[src/rtl/alu_pkg.sv]
`default_nettype none
// ============================================================================
// Module      : alu_pkg
// Description : Shared constants for the and_8bit slice: default operand
//               width and the single-bit fill values the result flags are
//               built from (replicated to whatever width is in use).
// Revision    : 1.0 - initial release
// ============================================================================
package alu_pkg;

    // Default operand/result width
    localparam int unsigned AND_WIDTH_DEFAULT = 8;

    // Fill bits; replicated to WIDTH to form the all-ones / zero constants
    localparam logic C_BIT_ONE  = 1'b1;
    localparam logic C_BIT_ZERO = 1'b0;

    // Registered flag pair
    typedef struct packed {
        logic zero;
        logic all_ones;
    } flags_t;

endpackage : alu_pkg
`default_nettype wire

[src/rtl/and_8bit_if.sv]
`default_nettype none
// ============================================================================
// Module      : and_8bit_if
// Description : Operand/result bundle for and_8bit.
//   A, B       : operands (master -> slave)
//   in_valid   : qualifies A/B for the registered path (master -> slave)
//   Y          : combinational A & B (slave -> master)
//   Y_q        : registered result (slave -> master)
//   out_valid  : Y_q captured on the previous edge (slave -> master)
//   zero       : registered flag, captured result == 0 (slave -> master)
//   all_ones   : registered flag, captured result all ones (slave -> master)
// Revision    : 1.0 - initial release
// ============================================================================
interface and_8bit_if
    import alu_pkg::*;
#(
    parameter int unsigned WIDTH = AND_WIDTH_DEFAULT
);
    logic [WIDTH-1:0] A;
    logic [WIDTH-1:0] B;
    logic             in_valid;
    logic [WIDTH-1:0] Y;
    logic [WIDTH-1:0] Y_q;
    logic             out_valid;
    logic             zero;
    logic             all_ones;

    modport master (
        output A, B, in_valid,
        input  Y, Y_q, out_valid, zero, all_ones
    );

    modport slave (
        input  A, B, in_valid,
        output Y, Y_q, out_valid, zero, all_ones
    );
endinterface : and_8bit_if
`default_nettype wire

[src/rtl/and_8bit_result_flags.sv]
`default_nettype none
// ============================================================================
// Module      : result_flags
// Description : Combinational zero / all-ones detection on a result word.
//   i_result   : word to classify
//   o_zero     : i_result == 0
//   o_all_ones : every bit of i_result set
// Revision    : 1.0 - initial release
// ============================================================================
module result_flags
    import alu_pkg::*;
#(
    parameter int unsigned WIDTH = AND_WIDTH_DEFAULT
) (
    input  wire logic [WIDTH-1:0] i_result,
    output logic                  o_zero,
    output logic                  o_all_ones
);
    localparam logic [WIDTH-1:0] C_ALL_ONES = {WIDTH{C_BIT_ONE}};
    localparam logic [WIDTH-1:0] C_ZERO     = {WIDTH{C_BIT_ZERO}};

    // For WIDTH == 1 both compares still differ (0 vs 1), so the flags
    // remain mutually exclusive at every width.
    assign o_zero     = (i_result == C_ZERO);
    assign o_all_ones = (i_result == C_ALL_ONES);
endmodule : result_flags
`default_nettype wire

[src/rtl/and_8bit.sv]
`default_nettype none
// ============================================================================
// Module      : and_8bit
// Description : Bitwise AND with a combinational output and a one-cycle
//               registered output carrying zero / all-ones flags.
//   clk        : clock, rising edge
//   rst        : synchronous active-high reset
//   bus        : and_8bit_if slave (A, B, in_valid -> Y, Y_q, out_valid,
//                zero, all_ones)
// Revision    : 1.0 - initial release
// ============================================================================
module and_8bit
    import alu_pkg::*;
#(
    parameter int unsigned WIDTH = AND_WIDTH_DEFAULT
) (
    input  wire logic     clk,
    input  wire logic     rst,
    and_8bit_if.slave     bus
);
    logic [WIDTH-1:0] w_and;
    flags_t           w_flags;

    logic [WIDTH-1:0] r_y_q;
    logic             r_out_valid;
    flags_t           r_flags;

    // Combinational path: independent of clk, rst and in_valid
    assign w_and = bus.A & bus.B;
    assign bus.Y = w_and;

    result_flags #(
        .WIDTH (WIDTH)
    ) u_result_flags (
        .i_result   (w_and),
        .o_zero     (w_flags.zero),
        .o_all_ones (w_flags.all_ones)
    );

    // Output register stage. Reset value matches a captured result of 0,
    // so zero is 1 out of reset. Reset beats a coincident in_valid.
    always_ff @(posedge clk) begin
        if (rst) begin
            r_y_q            <= '0;
            r_out_valid      <= 1'b0;
            r_flags.zero     <= 1'b1;
            r_flags.all_ones <= 1'b0;
        end else begin
            r_out_valid <= bus.in_valid;
            if (bus.in_valid) begin
                r_y_q   <= w_and;
                r_flags <= w_flags;
            end
        end
    end

    assign bus.Y_q       = r_y_q;
    assign bus.out_valid = r_out_valid;
    assign bus.zero      = r_flags.zero;
    assign bus.all_ones  = r_flags.all_ones;
endmodule : and_8bit
`default_nettype wire

[src/flat_wrapper.sv]
// flat-port wrapper written by rule: the top's interface ports become plain ports
module and_8bit_flat import alu_pkg::*;
#(
    parameter int unsigned WIDTH = AND_WIDTH_DEFAULT
)
  (clk, rst, bus_A, bus_B, bus_in_valid, bus_Y, bus_Y_q, bus_out_valid, bus_zero, bus_all_ones);
  and_8bit_if #(.WIDTH(WIDTH)) bus_i ();
  input  wire logic clk;
  input  wire logic rst;
  input wire logic [$bits(bus_i.A)-1:0] bus_A;
  input wire logic [$bits(bus_i.B)-1:0] bus_B;
  input wire logic [$bits(bus_i.in_valid)-1:0] bus_in_valid;
  output wire logic [$bits(bus_i.Y)-1:0] bus_Y;
  output wire logic [$bits(bus_i.Y_q)-1:0] bus_Y_q;
  output wire logic [$bits(bus_i.out_valid)-1:0] bus_out_valid;
  output wire logic [$bits(bus_i.zero)-1:0] bus_zero;
  output wire logic [$bits(bus_i.all_ones)-1:0] bus_all_ones;
  assign bus_i.A = bus_A;
  assign bus_i.B = bus_B;
  assign bus_i.in_valid = bus_in_valid;
  assign bus_Y = bus_i.Y;
  assign bus_Y_q = bus_i.Y_q;
  assign bus_out_valid = bus_i.out_valid;
  assign bus_zero = bus_i.zero;
  assign bus_all_ones = bus_i.all_ones;
  and_8bit #(.WIDTH(WIDTH)) u_core (.clk(clk), .rst(rst), .bus(bus_i));
endmodule
[config.mk]
export PLATFORM = sky130hd
export DESIGN_NAME = and_8bit_flat
export DESIGN_NICKNAME = d
export VERILOG_FILES = /design/src/rtl/alu_pkg.sv /design/src/rtl/and_8bit_if.sv /design/src/rtl/and_8bit_result_flags.sv /design/src/rtl/and_8bit.sv /design/src/flat_wrapper.sv
export SDC_FILE = /design/constraint.sdc
export NUM_CORES = 1
export LEC_CHECK = 0
export ABC_AREA = 1
export ABC_CLOCK_PERIOD_IN_PS = 800
export CAP_MARGIN = 5
export CORE_ASPECT_RATIO = 1.25
export CORE_MARGIN = 4
export CORE_UTILIZATION = 27
export CTS_CLUSTER_DIAMETER = 100
export DETAILED_ROUTE_END_ITERATION = 8
export GPL_TIMING_DRIVEN = 0
export HOLD_SLACK_MARGIN = 0.05
export PLACE_DENSITY = 0.83
export SLEW_MARGIN = 5
export SYNTH_ARGS = -nofsm -noshare
export SYNTH_HDL_FRONTEND = slang
export SYNTH_SLANG_ARGS = --single-unit
[constraint.sdc]
create_clock -name clk -period 0.8 [get_ports clk]
set_input_delay 0.16 -clock clk [delete_from_list [all_inputs] [get_ports clk]]
set_output_delay 0.16 -clock clk [all_outputs]
set_load 0.01 [all_outputs]
==> impl_metrics.env <==
export IMPL_period_share_pct=111
export IMPL_crit_buf_inv=1
export IMPL_drive_gt1_share_pct=62.9
export IMPL_p_per_area_nw_per_um2=1330
export IMPL_fin_skew_ns=0
export IMPL_syn_cell_area_um2=449
export IMPL_postRouteAntennaNets=0
export IMPL_synth_cell_type_count=12
export IMPL_utilization_pct=68.0
export IMPL_wl_mm=1.88
export IMPL_final_cell_mix="buf_6 (19), buf_4 (18), clkdlybuf4s15_1 (14)"
export IMPL_worstPathArrival_ns=0.73
export IMPL_drc=0
export IMPL_syn_inst=64
export IMPL_min_path_type="input port to register"
export IMPL_first_pass_iters=4
export IMPL_clockRootBuffer="clkbuf_4"
export IMPL_vias=657
export IMPL_rr_worst_depth=3
export IMPL_cp_top_family="flip-flops"
export IMPL_critPathCaptureType="output pin"
export IMPL_die_w_um=44.5
export IMPL_area_growth_pct=140
export IMPL_slew_viol_final=0
export IMPL_std_cell_rows=16
export IMPL_core_area_um2=1580
export IMPL_cts_tree="yes"
export IMPL_hold_ws_ns=0.242
export IMPL_cts_buffers_inserted=3
export IMPL_grt_pass1_vias=677
export IMPL_r2r_end="u_core.bus.Y_q[7]$_SDFFE_PP0P_"
export IMPL_io_pins=38
export IMPL_dieArea_um2=2380
export IMPL_worstPathRequired_ns=0.64
export IMPL_final_cell_area_um2=1080
export IMPL_grt_pass1_wl_mm=2.88
export IMPL_clkSlewWorstSetupHoldPaths_ns=0.09
export IMPL_ir_worst_vdd_mv=0.834
export IMPL_crit_path_top_delay_cell="dfxtp_2"
export IMPL_min_path_cells=3
export IMPL_drtIter0Drc=19
export IMPL_seq_area_um2=234
export IMPL_period_needed_ns=0.892
export IMPL_finalSetupViolCount=11
export IMPL_multi_input_area_um2=225
export IMPL_clk_latency_ns=0.28
export IMPL_critPathMaxFanout=2
export IMPL_grt_use_total_pct=16.6
export IMPL_rsz0062_at_grt="yes"
export IMPL_start_util_pct=28.4
export IMPL_syn_nets=83
export IMPL_vias_per_cell=4.63
export IMPL_avgSynthCellArea_um2=7.02
export IMPL_max_freq_mhz=1120
export IMPL_placed_area_um2=842
export IMPL_status="finished with violations"
export IMPL_r2r_start="u_core.bus.Y_q[7]$_SDFFE_PP0P_"
export IMPL_cellLeakagePower_uw=0.000531
export IMPL_path_cells="buf_6"
export IMPL_clk_path_buf_depth=2
export IMPL_antenna_found_initial=0
export IMPL_fillerInstances=126
export IMPL_synth_seq_area_share_pct=49.0
export IMPL_port_buffers=37
export IMPL_nNetsFinal=144
export IMPL_yosys_warnings=0
export IMPL_antenna_cells=0
export IMPL_drv_cap=0
export IMPL_htree_num_levels=1
export IMPL_cp_start_kind="register"
export IMPL_slew_headroom_pct=86.3
export IMPL_max_stage_delay_ns=0.34
export IMPL_die_height_um=53.6
export IMPL_tightest_slew_ns=0.206
export IMPL_gp_congestion=0.738
export IMPL_pre_cts_ws_ns=-0.691
export IMPL_final_common_cell="buf_6"
export IMPL_hold_path_end="u_core.bus.Y_q[3]$_SDFFE_PP0P_"
export IMPL_cts_num_sinks=11
export IMPL_final_hold_viol_count=0
export IMPL_reg2reg_slack_ns=0.08
export IMPL_dpl_hpwl_mm=1.15
export IMPL_overflow=0
export IMPL_grt_max_degree=11
export IMPL_hold_buffers=0
export IMPL_wl_per_cell_um=13.2
export IMPL_tns_ns=-0.809
export IMPL_synth_seq_cells=11
export IMPL_finalWorstSetupSlack_ns=-0.0915
export IMPL_min_from="bus_B[3]"
export IMPL_worstSetupPathType="register to output pin"
export IMPL_violations="negative setup slack"
-- worst max path at each step --
stage                                        to                    startpoint  slack (ns)  cells after the start
3_5_place_dp                           bus_Y[1]                      bus_A[1]       -0.69                      4
5_1_grt                                bus_zero  u_core.bus.zero$_SDFFE_PP1P_       -0.11                      1
6_report                               bus_zero  u_core.bus.zero$_SDFFE_PP1P_       -0.09                      1
3_3_place_gp                           bus_Y[1]                      bus_A[1]       -0.67                      4
2_1_floorplan  u_core.bus.all_ones$_SDFFE_PP0P_                      bus_A[3]        0.13                      6
4_1_cts                                bus_zero  u_core.bus.zero$_SDFFE_PP1P_       -0.08                      1
-- power breakdown --
group          internal [uW]  switching (uW)
sequential               584            19.7
clock                    193             218
combinational            239             172
total                   1020             410
-- routing by layer --
metal / track usage [%] / share of wire (%) / routed length [um] / up-vias
met5: 0 / 0 / 0 / -
met4: 9.55 / 2.8 / 53 / 0
met3: 3.01 / 6.0 / 112 / 6
met2: 29.4 / 52 / 986 / 24
met1: 18.1 / 39 / 727 / 305
li1: - / - / - / 322
-- cell families after synthesis --
logic type / Yosys count / synth area share (%)
AND/OR/NAND/NOR: 26 / 24.0
buffers and inverters: 12 / 10.3
flip-flops: 11 / 49.0
AO/OA/AOI/OAI: 15 / 16.7
-- repair_timing --
item                                    CTS  global route
gates resized for setup                 134            33
setup buffers                            18             1
pin swaps                                 8             6
endpoints found under the setup margin   29            24
-- flip-flops by register name, summed over array words and instances, names as in the netlist --
signal,flops
u_core.bus.out_valid,1
u_core.bus.all_ones,1
u_core.bus.Y_q,8
u_core.bus.zero,1
-- stage by stage --
stage                     power [uW]  instances
after detailed placement         918        119
after floorplan                  705         64
after CTS                       1350        141
final                           1430        142
after global placement           912        119
after global routing            1490        142
-- cells in the mapped netlist --
| master | number | share of area (%) |
|---|---|---|
| dfxtp_1 | 11 | 49 |
| nand2_1 | 11 | 9.2 |
| inv_1 | 10 | 8.4 |
| nor2_1 | 10 | 8.4 |
| a21oi_1 | 8 | 8.9 |
| o21ai_0 | 7 | 7.8 |
| nand3_1 | 2 | 2.2 |
| buf_2 | 1 | 1.1 |
| inv_2 | 1 | 0.83 |
| nand3b_1 | 1 | 1.7 |
| nand4_1 | 1 | 1.4 |
| nor3_1 | 1 | 1.1 |
-- worst register-to-register path, delay by kind of cell, from the launching register on --
family                 cells  cell delay, ns
AO/OA/AOI/OAI              2            0.16
flip-flops                 1            0.33
buffers and inverters      1            0.12
-- area by class of cell --
type,instances,share of cell area [%]
tap,18,2.09
clock buffer,4,2.44
sequential,11,21.7
inverter,11,3.84
multi-input combinational,41,20.9
buffer,1,0.698
timing repair buffer,56,48.3
Power figures use the tool's default switching activity.
